<file path="src/rtl/vector_line_sequencer.sv">
`default_nettype none
// ============================================================================
// Module   : vector_line_sequencer
// Purpose  : Buffers vector-list line segments, launches them one at a time
//            into the line rasterizer and flips the draw buffer at vblank once
//            the last line of a frame is finished.
//            Optional feature macro: VECTOR_TRIVIAL_REJECT_EN
// Revision : 1.0 - initial release
// ============================================================================
module vector_line_sequencer #(
  parameter int DEPTH = 16,
  parameter int CW    = 13
) (
  input  logic          clk,
  input  logic          rst,
  input  logic          in_valid,
  output logic          in_ready,
  input  logic [CW-1:0] in_start_x,
  input  logic [CW-1:0] in_start_y,
  input  logic [CW-1:0] in_end_x,
  input  logic [CW-1:0] in_end_y,
  input  logic [3:0]    in_color,
  input  logic          in_last,
  input  logic          rast_ready,
  input  logic          rast_done,
  output logic          rast_go,
  output logic [CW-1:0] rast_start_x,
  output logic [CW-1:0] rast_start_y,
  output logic [CW-1:0] rast_end_x,
  output logic [CW-1:0] rast_end_y,
  output logic [3:0]    rast_color,
  input  logic          vblank,
  output logic          buf_sel,
  output logic          frame_done,
  output logic [15:0]   line_count,
  output logic          busy
`ifdef VECTOR_TRIVIAL_REJECT_EN
  ,
  output logic [15:0]   reject_count
`endif
);

  localparam int PW   = (DEPTH > 1) ? $clog2(DEPTH) : 1;
  localparam int CNTW = PW + 1;

  typedef struct packed {
    logic signed [CW-1:0] sx;
    logic signed [CW-1:0] sy;
    logic signed [CW-1:0] ex;
    logic signed [CW-1:0] ey;
    logic [3:0]           color;
    logic                 last;
  } seg_t;

  typedef enum logic [1:0] {
    ST_IDLE = 2'd0,
    ST_LOAD = 2'd1,
    ST_WAIT = 2'd2,
    ST_FLIP = 2'd3
  } state_t;

  state_t          state_q, state_d;
  logic [PW-1:0]   wr_ptr_q, wr_ptr_d;
  logic [PW-1:0]   rd_ptr_q, rd_ptr_d;
  logic [CNTW-1:0] count_q, count_d;
  seg_t            hold_q, hold_d;
  logic [15:0]     line_count_q, line_count_d;
  logic            buf_sel_q, buf_sel_d;
  logic            frame_done_q, frame_done_d;

  seg_t            mem_q [DEPTH];
  seg_t            in_seg;
  seg_t            head;
  logic            push;
  logic            pop;

  assign in_seg = '{sx: in_start_x, sy: in_start_y, ex: in_end_x, ey: in_end_y,
                    color: in_color, last: in_last};
  assign head   = mem_q[rd_ptr_q];

  assign in_ready = (count_q != CNTW'(DEPTH));
  assign push     = in_valid & in_ready;

`ifdef VECTOR_TRIVIAL_REJECT_EN
  localparam logic signed [CW-1:0] X_HI = CW'(320);
  localparam logic signed [CW-1:0] X_LO = CW'(-320);
  localparam logic signed [CW-1:0] Y_HI = CW'(240);
  localparam logic signed [CW-1:0] Y_LO = CW'(-240);

  logic [15:0] reject_count_q, reject_count_d;
  logic        reject;

  // Both endpoints beyond the same screen edge: the line can never be visible.
  assign reject = ((head.sx >= X_HI) && (head.ex >= X_HI)) ||
                  ((head.sx <  X_LO) && (head.ex <  X_LO)) ||
                  ((head.sy >= Y_HI) && (head.ey >= Y_HI)) ||
                  ((head.sy <  Y_LO) && (head.ey <  Y_LO));

  assign reject_count = reject_count_q;
`endif

  always_comb begin
    state_d      = state_q;
    wr_ptr_d     = wr_ptr_q;
    rd_ptr_d     = rd_ptr_q;
    count_d      = count_q;
    hold_d       = hold_q;
    line_count_d = line_count_q;
    buf_sel_d    = buf_sel_q;
    frame_done_d = 1'b0;
    rast_go      = 1'b0;
    pop          = 1'b0;
`ifdef VECTOR_TRIVIAL_REJECT_EN
    reject_count_d = reject_count_q;
`endif

    case (state_q)
      ST_IDLE: begin
        if (count_q != '0) begin
          pop = 1'b1;
`ifdef VECTOR_TRIVIAL_REJECT_EN
          if (reject) begin
            if (reject_count_q != 16'hFFFF) reject_count_d = reject_count_q + 16'd1;
            state_d = head.last ? ST_FLIP : ST_IDLE;
          end else begin
            hold_d  = head;
            state_d = ST_LOAD;
          end
`else
          hold_d  = head;
          state_d = ST_LOAD;
`endif
        end
      end
      ST_LOAD: begin
        rast_go = rast_ready;
        if (rast_ready) begin
          if (line_count_q != 16'hFFFF) line_count_d = line_count_q + 16'd1;
          state_d = ST_WAIT;
        end
      end
      ST_WAIT: begin
        if (rast_done) state_d = hold_q.last ? ST_FLIP : ST_IDLE;
      end
      ST_FLIP: begin
        if (vblank) begin
          buf_sel_d    = ~buf_sel_q;
          frame_done_d = 1'b1;
          line_count_d = '0;
`ifdef VECTOR_TRIVIAL_REJECT_EN
          reject_count_d = '0;
`endif
          state_d      = ST_IDLE;
        end
      end
      default: state_d = ST_IDLE;
    endcase

    if (push) wr_ptr_d = wr_ptr_q + PW'(1);
    if (pop)  rd_ptr_d = rd_ptr_q + PW'(1);

    case ({push, pop})
      2'b10:   count_d = count_q + CNTW'(1);
      2'b01:   count_d = count_q - CNTW'(1);
      default: count_d = count_q;
    endcase
  end

  always_ff @(posedge clk) begin
    if (rst) begin
      state_q      <= ST_IDLE;
      wr_ptr_q     <= '0;
      rd_ptr_q     <= '0;
      count_q      <= '0;
      hold_q       <= '0;
      line_count_q <= '0;
      buf_sel_q    <= 1'b0;
      frame_done_q <= 1'b0;
`ifdef VECTOR_TRIVIAL_REJECT_EN
      reject_count_q <= '0;
`endif
    end else begin
      state_q      <= state_d;
      wr_ptr_q     <= wr_ptr_d;
      rd_ptr_q     <= rd_ptr_d;
      count_q      <= count_d;
      hold_q       <= hold_d;
      line_count_q <= line_count_d;
      buf_sel_q    <= buf_sel_d;
      frame_done_q <= frame_done_d;
`ifdef VECTOR_TRIVIAL_REJECT_EN
      reject_count_q <= reject_count_d;
`endif
    end
  end

  // Storage needs no reset; count_q alone defines which entries are valid.
  always_ff @(posedge clk) begin
    if (push) mem_q[wr_ptr_q] <= in_seg;
  end

  assign rast_start_x = hold_q.sx;
  assign rast_start_y = hold_q.sy;
  assign rast_end_x   = hold_q.ex;
  assign rast_end_y   = hold_q.ey;
  assign rast_color   = hold_q.color;
  assign buf_sel      = buf_sel_q;
  assign frame_done   = frame_done_q;
  assign line_count   = line_count_q;
  assign busy         = (state_q != ST_IDLE) || (count_q != '0);

endmodule
`default_nettype wire

</file>
<file path="config.mk">
export PLATFORM = sky130hd
export DESIGN_NAME = vector_line_sequencer
export DESIGN_NICKNAME = d
export VERILOG_FILES = /design/src/rtl/vector_line_sequencer.sv
export SDC_FILE = /design/constraint.sdc
export NUM_CORES = 1
export LEC_CHECK = 0
export CORE_MARGIN = 2
export CORE_UTILIZATION = 55
export DETAILED_ROUTE_END_ITERATION = 8
export PLACE_DENSITY_LB_ADDON = 0.12
export SKIP_CTS_REPAIR_TIMING = 1
export SYNTH_ARGS = -nofsm -noshare
export SYNTH_HDL_FRONTEND = slang
export SYNTH_SLANG_ARGS = --single-unit
</file>
<file path="constraint.sdc">
create_clock -name clk -period 7.97 [get_ports clk]
set_input_delay 1.594 -clock clk [delete_from_list [all_inputs] [get_ports clk]]
set_output_delay 1.594 -clock clk [all_outputs]
set_load 0.02 [all_outputs]
</file>
## Yosys cells after proc, flatten, opt, wreduce, memory -nomap -nowiden

Memories as Yosys holds them, arrays and structs flattened. A register that Yosys moved wholly into a read port is not among the register bits.
Index checks and enable logic that the tools add are counted.

- Logic and storage cells: 56
- Input bits: 63
- Memories: 1
- Bits in registers: 33
- RAM bits: 912
- Output and inout port bits: 77

- Mux-type cells: 17
- Add/subtract/negate cells: 5
- Equality and inequality tests: 12
- Bitwise operators: 3
- Reductions and logical operators: 11

Memories:

| memory | words | width | read ports | clocked after Yosys merged registers in | wr ports | line | RTL |
|---|---|---|---|---|---|---|---|
| mem_q | 16 | 57 | 1 | 1 | 1 | 71 | `seg_t mem_q [DEPTH];` |

Operator list:

| kind | number |
|---|---|
| $mux W16 | 3 |
| $pmux W16 S2 | 1 |
| $add A16 B1 Y16 const B | 1 |
| $ne A16 B16 Y1 const B | 1 |
| $mux W2 | 5 |
| $ne A2 B2 Y1 const B | 5 |
| $pmux W5 S2 | 1 |
| $add A4 B1 Y4 const B | 2 |
| $pmux W2 S4 | 1 |
| $reduce_and A4 Y1 | 2 |
| $eq A2 B2 Y1 const B | 3 |
| $mux W1 | 6 |
| $reduce_bool A2 Y1 | 3 |
| $add A5 B1 Y5 const B | 1 |
| $ne A5 B5 Y1 const B | 1 |
| $reduce_bool A5 Y1 | 1 |
| $sub A5 B1 Y5 const B | 1 |
| $eq A2 B1 Y1 const B | 2 |
| $reduce_and A2 Y1 | 2 |
| $logic_not A2 Y1 | 1 |
| $not A1 Y1 | 2 |
| $reduce_or A2 Y1 | 1 |
| $and A1 B1 Y1 | 1 |
| $logic_or A1 B1 Y1 | 1 |

## Logic depth before layout (Yosys ltp)

Gate-level depths: netlist of the first run.

- Depth after elaboration: 5
- Gate-level depth with buffers: 12
- Gate-level depth less buffers: 10

## Worst setup path before layout of the first run

Ideal clock, no wire load.

- Path kind: input to register
- Start point: input port in_valid
- End point: memory mem_q[0][0] (netlist name), enable pin
- Data arrival time: 6.029 ns
- Stages on the path: 3
- Library setup time: 0.542 ns
- Slack: 1.399 ns
- Path buffers: 0
- Data required time: 7.428 ns
- Cell sequence: a21boi_1 nand2_1 nor3_1

- Word-level cells in the longest chain between the ends: 3

Ends and longest elaborated chain:

| item | line | RTL |
|---|---|---|
| from (decl) | 16 | `input logic in_valid,` |
| $and A1 B1 Y1 | 82 | `assign push = in_valid & in_ready;` |
| $mux W1 | 199 | `if (push) mem_q[wr_ptr_q] <= in_seg;` |
| $mux W1 (not written as such) | 199 |  |
| to (decl) | 71 |  |

Every way passes these cells.

## Final worst setup path of the first run

- Start point: input port rast_ready
- End point: output port rast_go

- Word-level cells in the longest chain between the ends: 1

Ends and longest elaborated chain:

| item | line | RTL |
|---|---|---|
| from (decl) | 24 | `input logic rast_ready,` |
| $mux W1 | 117 | `case (state_q)` |
| to (decl) | 26 | `output logic rast_go,` |

Every way passes these cells.

==> metrics, run 1 <==
detailed placement HPWL 41300 µm; DP Worst Slack just under 3 ns; Layout fillers slightly below 5000; share of cells above drive strength 1 20.8%; P_leak roughly 14 nW; Worst EP required around 6.4 ns; Post-DRT Antenna Nets 0; Async S/R FF share, synth 0%; largest net degree at the start of global routing between 100 and 150; clock slew at reported path FFs 0.06 ns; endpoint class of the critical path output port; DR pass1 iterations 5; top cells by area, synth edfxtp_1, mux4_2, dfxtp_1; vias in the first global route 18800; H-tree depth 3; Area growth syn-to-layout 13.7%; clk buf depth 3; Worst Setup SP rast_ready; Final setup viols 0; P per Cell Area ~300 mW/mm²; Final Cell Area 0.0438 mm²; internal power 9.84 mW; max-slew violation count 0; effective utilization at floorplan roughly 55%; die height 269 µm; Final min period 4.91 ns; Die ar. roughly 0.072 mm²; Yosys cell types 55; hold_ws approximately 0.45 ns; hold path start rast_end_x[11]$_SDFFE_PP0P_; antenna violations before repair 3; CP Cell Sequence clkdlybuf4s50_1, nand3b_1, clkinv_1, clkdlybuf4s50_1; Tightest Hold Check Type flip-flop to flip-flop; IO Count between 100 and 150; GPL Wtd Cong between 0.8 and 0.9; status finished clean; Mapped Cells roughly 1800; Synth Register Bits 1002; Synth Flop Type edfxtp_1; # port buffers ~140; Total GRT Usage 21.8%; post-synthesis area per instance around 21 µm²; Final nets 2025; Final Cycle Share between 60% and 70%; syn_nets between 1500 and 2000; CP max-delay cell clkdlybuf4s50_1; top cell family by delay on the critical path buffers and inverters; Yosys top cell by area edfxtp_1; Cell Rows 97; total CTS buffers 100; met1 usage between 20% and 30%; Fin Setup TNS 0 ns; Post-Route WL about 77000 µm; core area between 0.06 and 0.07 mm²; clock root buffer clkbuf_16; wire length of the first global-routing pass approximately 120000 µm; CP Buf/Inv Count 3; # Max-Cap Violations 0; Synth Warn # 0; slew of the pin with the lowest slew margin approximately 1.2 ns; sequential power share a little under half; unrepaired setup endpoints after global routing false; Worst Clk Skew 0.0184 ns; GR Layer Usage met3 roughly 3.2%; Sink Count ~1000; worst setup margin slightly above 3 ns; number of enable flip-flop cells after synthesis slightly above 900; worst path arrival time 3.32 ns; final hold viol count 0; met2 Usage GRT 37.3%; critical path's most frequent cell clkdlybuf4s50_1; final core utilization approximately 63%; vias per cell ~6.0; Synth top area share roughly 71%; switching power approximately 3.4 mW; reg2reg start count_q[1]$_SDFFE_PP0P_; CTS tree yes; DRC viols 0; total grt overflow 0; sw frac 25.7%; die width roughly 270 µm; startpoint types primary input; Achievable Freq just over 0.2 GHz; clk_lat worst skew around 0.64 ns; initial DRC count ~1500; Comb power frac a little under a fifth; wire per inst 25.8 µm; slew margin rel. 16.9%; Most Used Layer, Global Route met2; DP Area 0.0406 mm²; synthesized cell area 0.0385 mm²; via count 17900; clock power share about a third; Critical Path Max Stage Delay 0.64 ns; critical path type primary input to output port; sequential-to-total area share from yosys stat around three quarters; CP max FO 8; Max IR drop VDD approximately 0.21 mV
-- Yosys cell counts, types with 10 or more instances --
master,count
edfxtp_1,912
mux4_2,228
mux2i_1,118
dfxtp_1,90
buf_4,61
a21o_1,58
o22ai_1,57
clkbuf_1,43
buf_2,38
nor2_1,36
nand2_1,21
inv_1,13
nor3_1,12
ha_1,10
-- power by group through the flow --
stage	clock network [mW]	registers [mW]	logic, mW
finish	4.50	6.28	2.47
floorplan	0	6.25	1.99
global route	4.79	6.32	2.67
global placement	0	6.39	2.49
CTS	4.58	6.29	2.53
detailed placement	0	6.40	2.52
-- cells by family (layout without fill, tap and decap cells) --
kind of cell | after synthesis | count (layout) | synth area share (%)
xor+xnor | 11 | 11 | 0.250
other cells | 0 | 2 | 0
fa+ha+maj | 10 | 10 | 0.325
simple gates | 115 | 115 | 1.50
mux | 348 | 348 | 16.4
buf+inv | 169 | 372 | 2.46
flops | 1002 | 1002 | 75.7
compound gates | 178 | 178 | 3.29
-- layout make-up --
cell class | count | area [µm²] | area share, %
antenna | 2 | 5.00 | 0.0114
clock buffer | 141 | 2790 | 6.37
clock inverter | 45 | 377 | 0.860
inverter | 14 | 52.6 | 0.120
multi-input combinational | 662 | 8540 | 19.5
sequential | 1002 | 29200 | 66.6
tap | 940 | 1180 | 2.68
timing repair buffer | 172 | 1680 | 3.83
-- worst register-to-register path, stage by stage, from the launching register on --
cell and delay (ns):
dfxtp_1 0.52, nor4_2 0.13, a21boi_1 0.50, nand2_1 0.35, nor2_4 1.01, buf_4 0.59
-- per-layer routing --
layer | vias to the layer above | share of wire (%)
met4 | 4 | 1.7
met5 | - | 0.039
met3 | 98 | 4.5
met2 | 450 | 51
li1 | 7791 | -
met1 | 9595 | 42
-- registers in the layout, summed over array words and instances, names as in the netlist --
register,count
buf_sel,1
rast_end_y,13
rd_ptr_q,4
rast_start_y,13
wr_ptr_q,4
frame_done,1
rast_end_x,13
hold_q,1
line_count,16
rast_start_x,13
count_q,5
rast_color,4
state_q,2
mem_q,912
-- per-stage QoR --
| stage | std cells | total power, mW |
|---|---|---|
| after global routing | 2977 | 13.8 |
| after detailed placement | 2790 | 8.92 |
| final | 2978 | 13.3 |
| after floorplan | 1833 | 8.24 |
| after CTS | 2976 | 13.4 |
| after global placement | 2790 | 8.88 |
-- final timing paths --
path              cells after the start  slack [ns]                     endpoint
setup reg to reg                      5        4.50      mem_q[13][22]$_DFFE_PP_
hold / removal                        1        0.45  rast_end_x[11]$_SDFFE_PP0P_
hold reg to reg                       1        0.45  rast_end_x[11]$_SDFFE_PP0P_
setup / recovery                      4        3.06                      rast_go
-- layout by cell type (no fill, tap or decap), drive strengths merged, types with 4 or more instances in the layout --
cell type / count
clkbuf: 141
a21oi: 9
bufinv: 5
a211oi: 4
clkdlybuf4s50: 139
edfxtp: 912
nand3b: 5
inv: 17
nor4: 5
a311oi: 4
clkinv: 34
nand2b: 4
and2: 5
a21o: 58
nor2: 36
dfxtp: 90
nand4: 5
nand3: 9
buf: 33
mux2i: 118
nor3: 12
and3: 5
o22ai: 57
o21ai: 9
mux4: 228
o211ai: 9
xor2: 8
ha: 10
a221oi: 5
nand2: 21
No activity file was read; power rests on OpenSTA's default activity.
==> inputs of run 2 (changes only) <==
==> constraint.sdc (replaced) <==
create_clock -name clk -period 4.3 [get_ports clk]
set_input_delay 0.86 -clock clk [delete_from_list [all_inputs] [get_ports clk]]
set_output_delay 0.86 -clock clk [all_outputs]
set_load 0.02 [all_outputs]
==> metrics, run 2 (synthesis gave the netlist of run 1 again) <==
Fin Setup TNS 0 ns; largest net degree at the start of global routing 75; Min-Delay Path Depth 1; via count ~18000; Area growth syn-to-layout 15.2%; initial DRC count 1643; unrepaired setup endpoints after global routing false; vias in the first global route around 19000; DP Worst Slack about 0.46 ns; DRC viols 0; Worst EP required ~3.4 ns; total grt overflow 0; detailed placement HPWL approximately 42000 µm; slew of the pin with the lowest slew margin roughly 0.90 ns; max FFs per register 912; startpoint types primary input; Top reg by flops mem_q; total CTS buffers 99; clk buf depth 3; hold path start rast_end_x[10]$_SDFFE_PP0P_; antenna violations before repair 2; Achievable Freq just under 0.3 GHz; P per Cell Area roughly 560 mW/mm²; Worst Clk Skew roughly 0.023 ns; worst path arrival time approximately 2.6 ns; Die ar. just over 0.07 mm²; critical path type primary input to output port; Total GRT Usage a little under a quarter; status finished clean; GPL Wtd Cong 0.825; core area 0.0697 mm²; share of cells above drive strength 1 22.0%; max-slew violation count 0; die width roughly 270 µm; # port buffers 139; clock root buffer clkbuf_16; worst setup margin approximately 0.87 ns; Max IR drop VDD 0.407 mV; Tightest Hold Check Type flip-flop to flip-flop; Antenna Cells 0; hold_ws between 0.4 and 0.5 ns; clk_lat worst skew 0.66 ns; Post-DRT Antenna Nets 0; RR Endpoint count_q[4]$_SDFFE_PP0P_; wire length of the first global-routing pass 121000 µm; Sink Count around 1000; H-tree depth 3; # Max-Cap Violations 0; most frequent cells in the layout edfxtp_1, mux4_2, clkdlybuf4s50_1, mux2i_1, clkbuf_16; endpoint class of the critical path output port; Final Cycle Share 79.7%; clock slew at reported path FFs 0.05 ns; wire per inst between 20 and 30 µm; reg2reg start count_q[4]$_SDFFE_PP0P_; reg2reg path depth 9; DR pass1 iterations 5; reg2reg setup slack approximately 1.2 ns; slew margin rel. between 30% and 40%; P_leak approximately 14 nW; Final setup viols 0; CTS tree yes; Cell Rows 97; Final nets about 2000; Final min period between 3 and 4 ns; vias per cell between 6 and 7; IO Count between 100 and 150; die height between 200 and 300 µm; final hold viol count 0; commonest non-fill, non-tap cell in the layout edfxtp_1; CP max FO 8; effective utilization at floorplan about 55%; Post-Route WL ~81000 µm; Hold Path End rast_end_x[10]$_SDFFE_PP0P_
[run 2: final cells by class]
cell class	count	area [µm²]
clock buffer	148	2890
clock inverter	38	434
fill	4687	25300
inverter	14	52.6
multi-input combinational	662	8570
sequential	1002	29200
tap	940	1180
timing repair buffer	187	2080
[run 2: critical path: stages]
cell and delay (ns):
clkdlybuf4s50_1 0.44, nand3b_1 0.28, clkinv_1 0.35, clkdlybuf4s50_1 0.64
[run 2: layer usage]
metal	up-vias	track usage, %	part of all wire, %
met3	124	3.50	5.1
met4	4	6.13	2.0
met1	9739	33.2	43
met5	-	0	0.035
met2	505	37.6	50
li1	7852	-	-
[run 2: worst max path at each step]
stage                     from                       to  slack [ns]  cells past startpoint
finish              rast_ready                  rast_go        0.87                      4
global route        rast_ready                  rast_go        0.81                      4
floorplan             in_valid   mem_q[12][0]$_DFFE_PP_       -0.01                      3
CTS                 rast_ready                  rast_go        0.92                      4
detailed placement    in_valid  count_q[4]$_SDFFE_PP0P_        0.46                     10
global placement      in_valid  count_q[4]$_SDFFE_PP0P_        0.51                     10
[run 2: power by group]
group | switching (mW) | internal (mW) | total, mW
Sequential | 0.453 | 11.2 | 11.6
Clock | 3.55 | 5.13 | 8.68
Combinational | 2.41 | 2.32 | 4.73
[run 2: per-stage QoR]
stage                     util, %  cell area, µm²  cells  power [mW]
after detailed placement     59.0           41100   2805        16.7
final                        63.7           44400   2991        25.0
after CTS                    63.7           44400   2991        25.3
after global placement       59.0           41100   2805        16.6
after global routing         63.7           44400   2991        26.0
after floorplan                 -           38600   1833        15.3
==> inputs of run 3 (changes only) <==
==> constraint.sdc (replaced) <==
create_clock -name clk -period 2.8 [get_ports clk]
set_input_delay 0.56 -clock clk [delete_from_list [all_inputs] [get_ports clk]]
set_output_delay 0.56 -clock clk [all_outputs]
set_load 0.02 [all_outputs]
==> metrics, run 3 (synthesis gave the netlist of run 1 again) <==
met3 WL 4310 µm; reg2reg path depth 11; total grt overflow 0; max FFs per register slightly above 900; Worst EP required 3.33 ns; P_leak about 14 nW; Fin Setup TNS 0 ns; effective utilization at floorplan about 55%; vias in the first global route 18900; Non-Filler Instances 3039; met2 WL between 40000 and 50000 µm; Top reg by flops mem_q; critical path type flip-flop to flip-flop; Post-DRT Antenna Nets 0; worst path arrival time ~3.1 ns; CP max-delay cell dfxtp_1; commonest non-fill, non-tap cell in the layout edfxtp_1; die width between 200 and 300 µm; Worst Clk Skew between 0.015 and 0.02 ns; DRC viols 0; Total GRT Usage a little under a quarter; status finished clean; most frequent cells in the layout edfxtp_1, mux4_2, clkdlybuf4s50_1, mux2i_1, clkbuf_16; antenna violations before repair 6; largest net degree at the start of global routing 58; hold_ws 0.449 ns; H-tree depth 3; Final min period 2.56 ns; Final nets 2083; DR pass1 iterations 7; share of cells above drive strength 1 about 23%; max-slew violation count 0; WL met1 around 33000 µm; Area growth syn-to-layout 16.2%; # Max-Cap Violations 0; GPL Wtd Cong about 0.82; register area ~0.03 mm²; CP max FO 6; Die ar. just over 0.07 mm²; clk buf depth 3; slew of the pin with the lowest slew margin about 0.89 ns; final core utilization around 64%; # port buffers 139; core area between 0.06 and 0.07 mm²; P per Cell Area approximately 850 mW/mm²; vias per cell 6.04; Cell Rows 97; CP Cell Sequence nor4_2, buf_4, a21boi_4, inv_1, ha_1, xor2_1, ha_1, buf_4, a31oi_1, o32ai_1, mux2_2; die height around 270 µm; Sink Count 1002; DR top layer met5; unrepaired setup endpoints after global routing false; clk_lat worst skew roughly 0.65 ns; Tightest Hold Check Type flip-flop to flip-flop; Min-Delay Path Depth 1; Max IR drop VDD roughly 0.59 mV; total CTS buffers 100; Achievable Freq between 0.3 and 0.4 GHz; Final Cycle Share between 90% and 100%; detailed placement HPWL 44200 µm; clock root buffer clkbuf_16; wire per inst 26.2 µm; placed insts 2848; clock slew at reported path FFs roughly 0.060 ns; Final setup viols 0; Critical Path Max Stage Delay about 0.4 ns; total power between 30 and 40 mW; via count about 18000; IO Count 140; initial DRC count ~1500; Post-Route WL around 80000 µm; Layout fillers 4719; area of the multi-input gates between 0.008 and 0.009 mm²; wire length of the first global-routing pass roughly 120000 µm; endpoint class of the critical path flip-flop; slew margin rel. approximately two fifths; startpoint types flip-flop; final hold viol count 0; CTS tree yes
-- run 3: where the power goes --
part           total (mW)  internal, mW  leakage (nW)  switching, mW
registers            17.7          17.2          8.97          0.512
logic                7.79          3.82          3.78           3.96
clock network        12.6          7.30          1.52           5.35
-- run 3: layout make-up --
type                       count  share of cell area, %
antenna                        2                 0.0112
clock buffer                 156                   6.38
clock inverter                33                  0.601
inverter                      14                  0.117
multi-input combinational    662                   19.2
sequential                  1002                   65.2
tap                          940                   2.63
timing repair buffer         230                   5.90
-- run 3: stage by stage --
step	setup slack [ns]	instance area, µm²
global placement	-0.0202	41600
floorplan	-0.178	38600
finish	0.244	44800
detailed placement	-0.0567	41600
global route	0.0289	44800
CTS	-0.0219	44800
-- run 3: critical path, delay by kind of cell, from the launching register on --
kind | cells | cell delay, ns
xor gates and xnor gates | 1 | 0.17
muxes | 1 | 0.36
buffers and inverters | 3 | 0.38
and+or+nand+nor | 1 | 0.34
adders and majority gates | 2 | 0.39
AOI/OAI and AO/OA | 3 | 0.41
DFF | 1 | 0.39
-- run 3: worst paths after layout --
path | start | endpoint | slack [ns]
max | count_q[0]$_SDFFE_PP0P_ | count_q[4]$_SDFFE_PP0P_ | 0.24
min | rast_end_x[6]$_SDFFE_PP0P_ | rast_end_x[6]$_SDFFE_PP0P_ | 0.45
max reg2reg | count_q[0]$_SDFFE_PP0P_ | count_q[4]$_SDFFE_PP0P_ | 0.24
min reg2reg | rast_end_x[6]$_SDFFE_PP0P_ | rast_end_x[6]$_SDFFE_PP0P_ | 0.45
-- run 3: metal layers --
metal  track usage (%)  up-vias
li1                  -     7933
met1              31.6     9758
met2              37.8      526
met3              3.48      121
met4              5.96        8
met5                 0        -
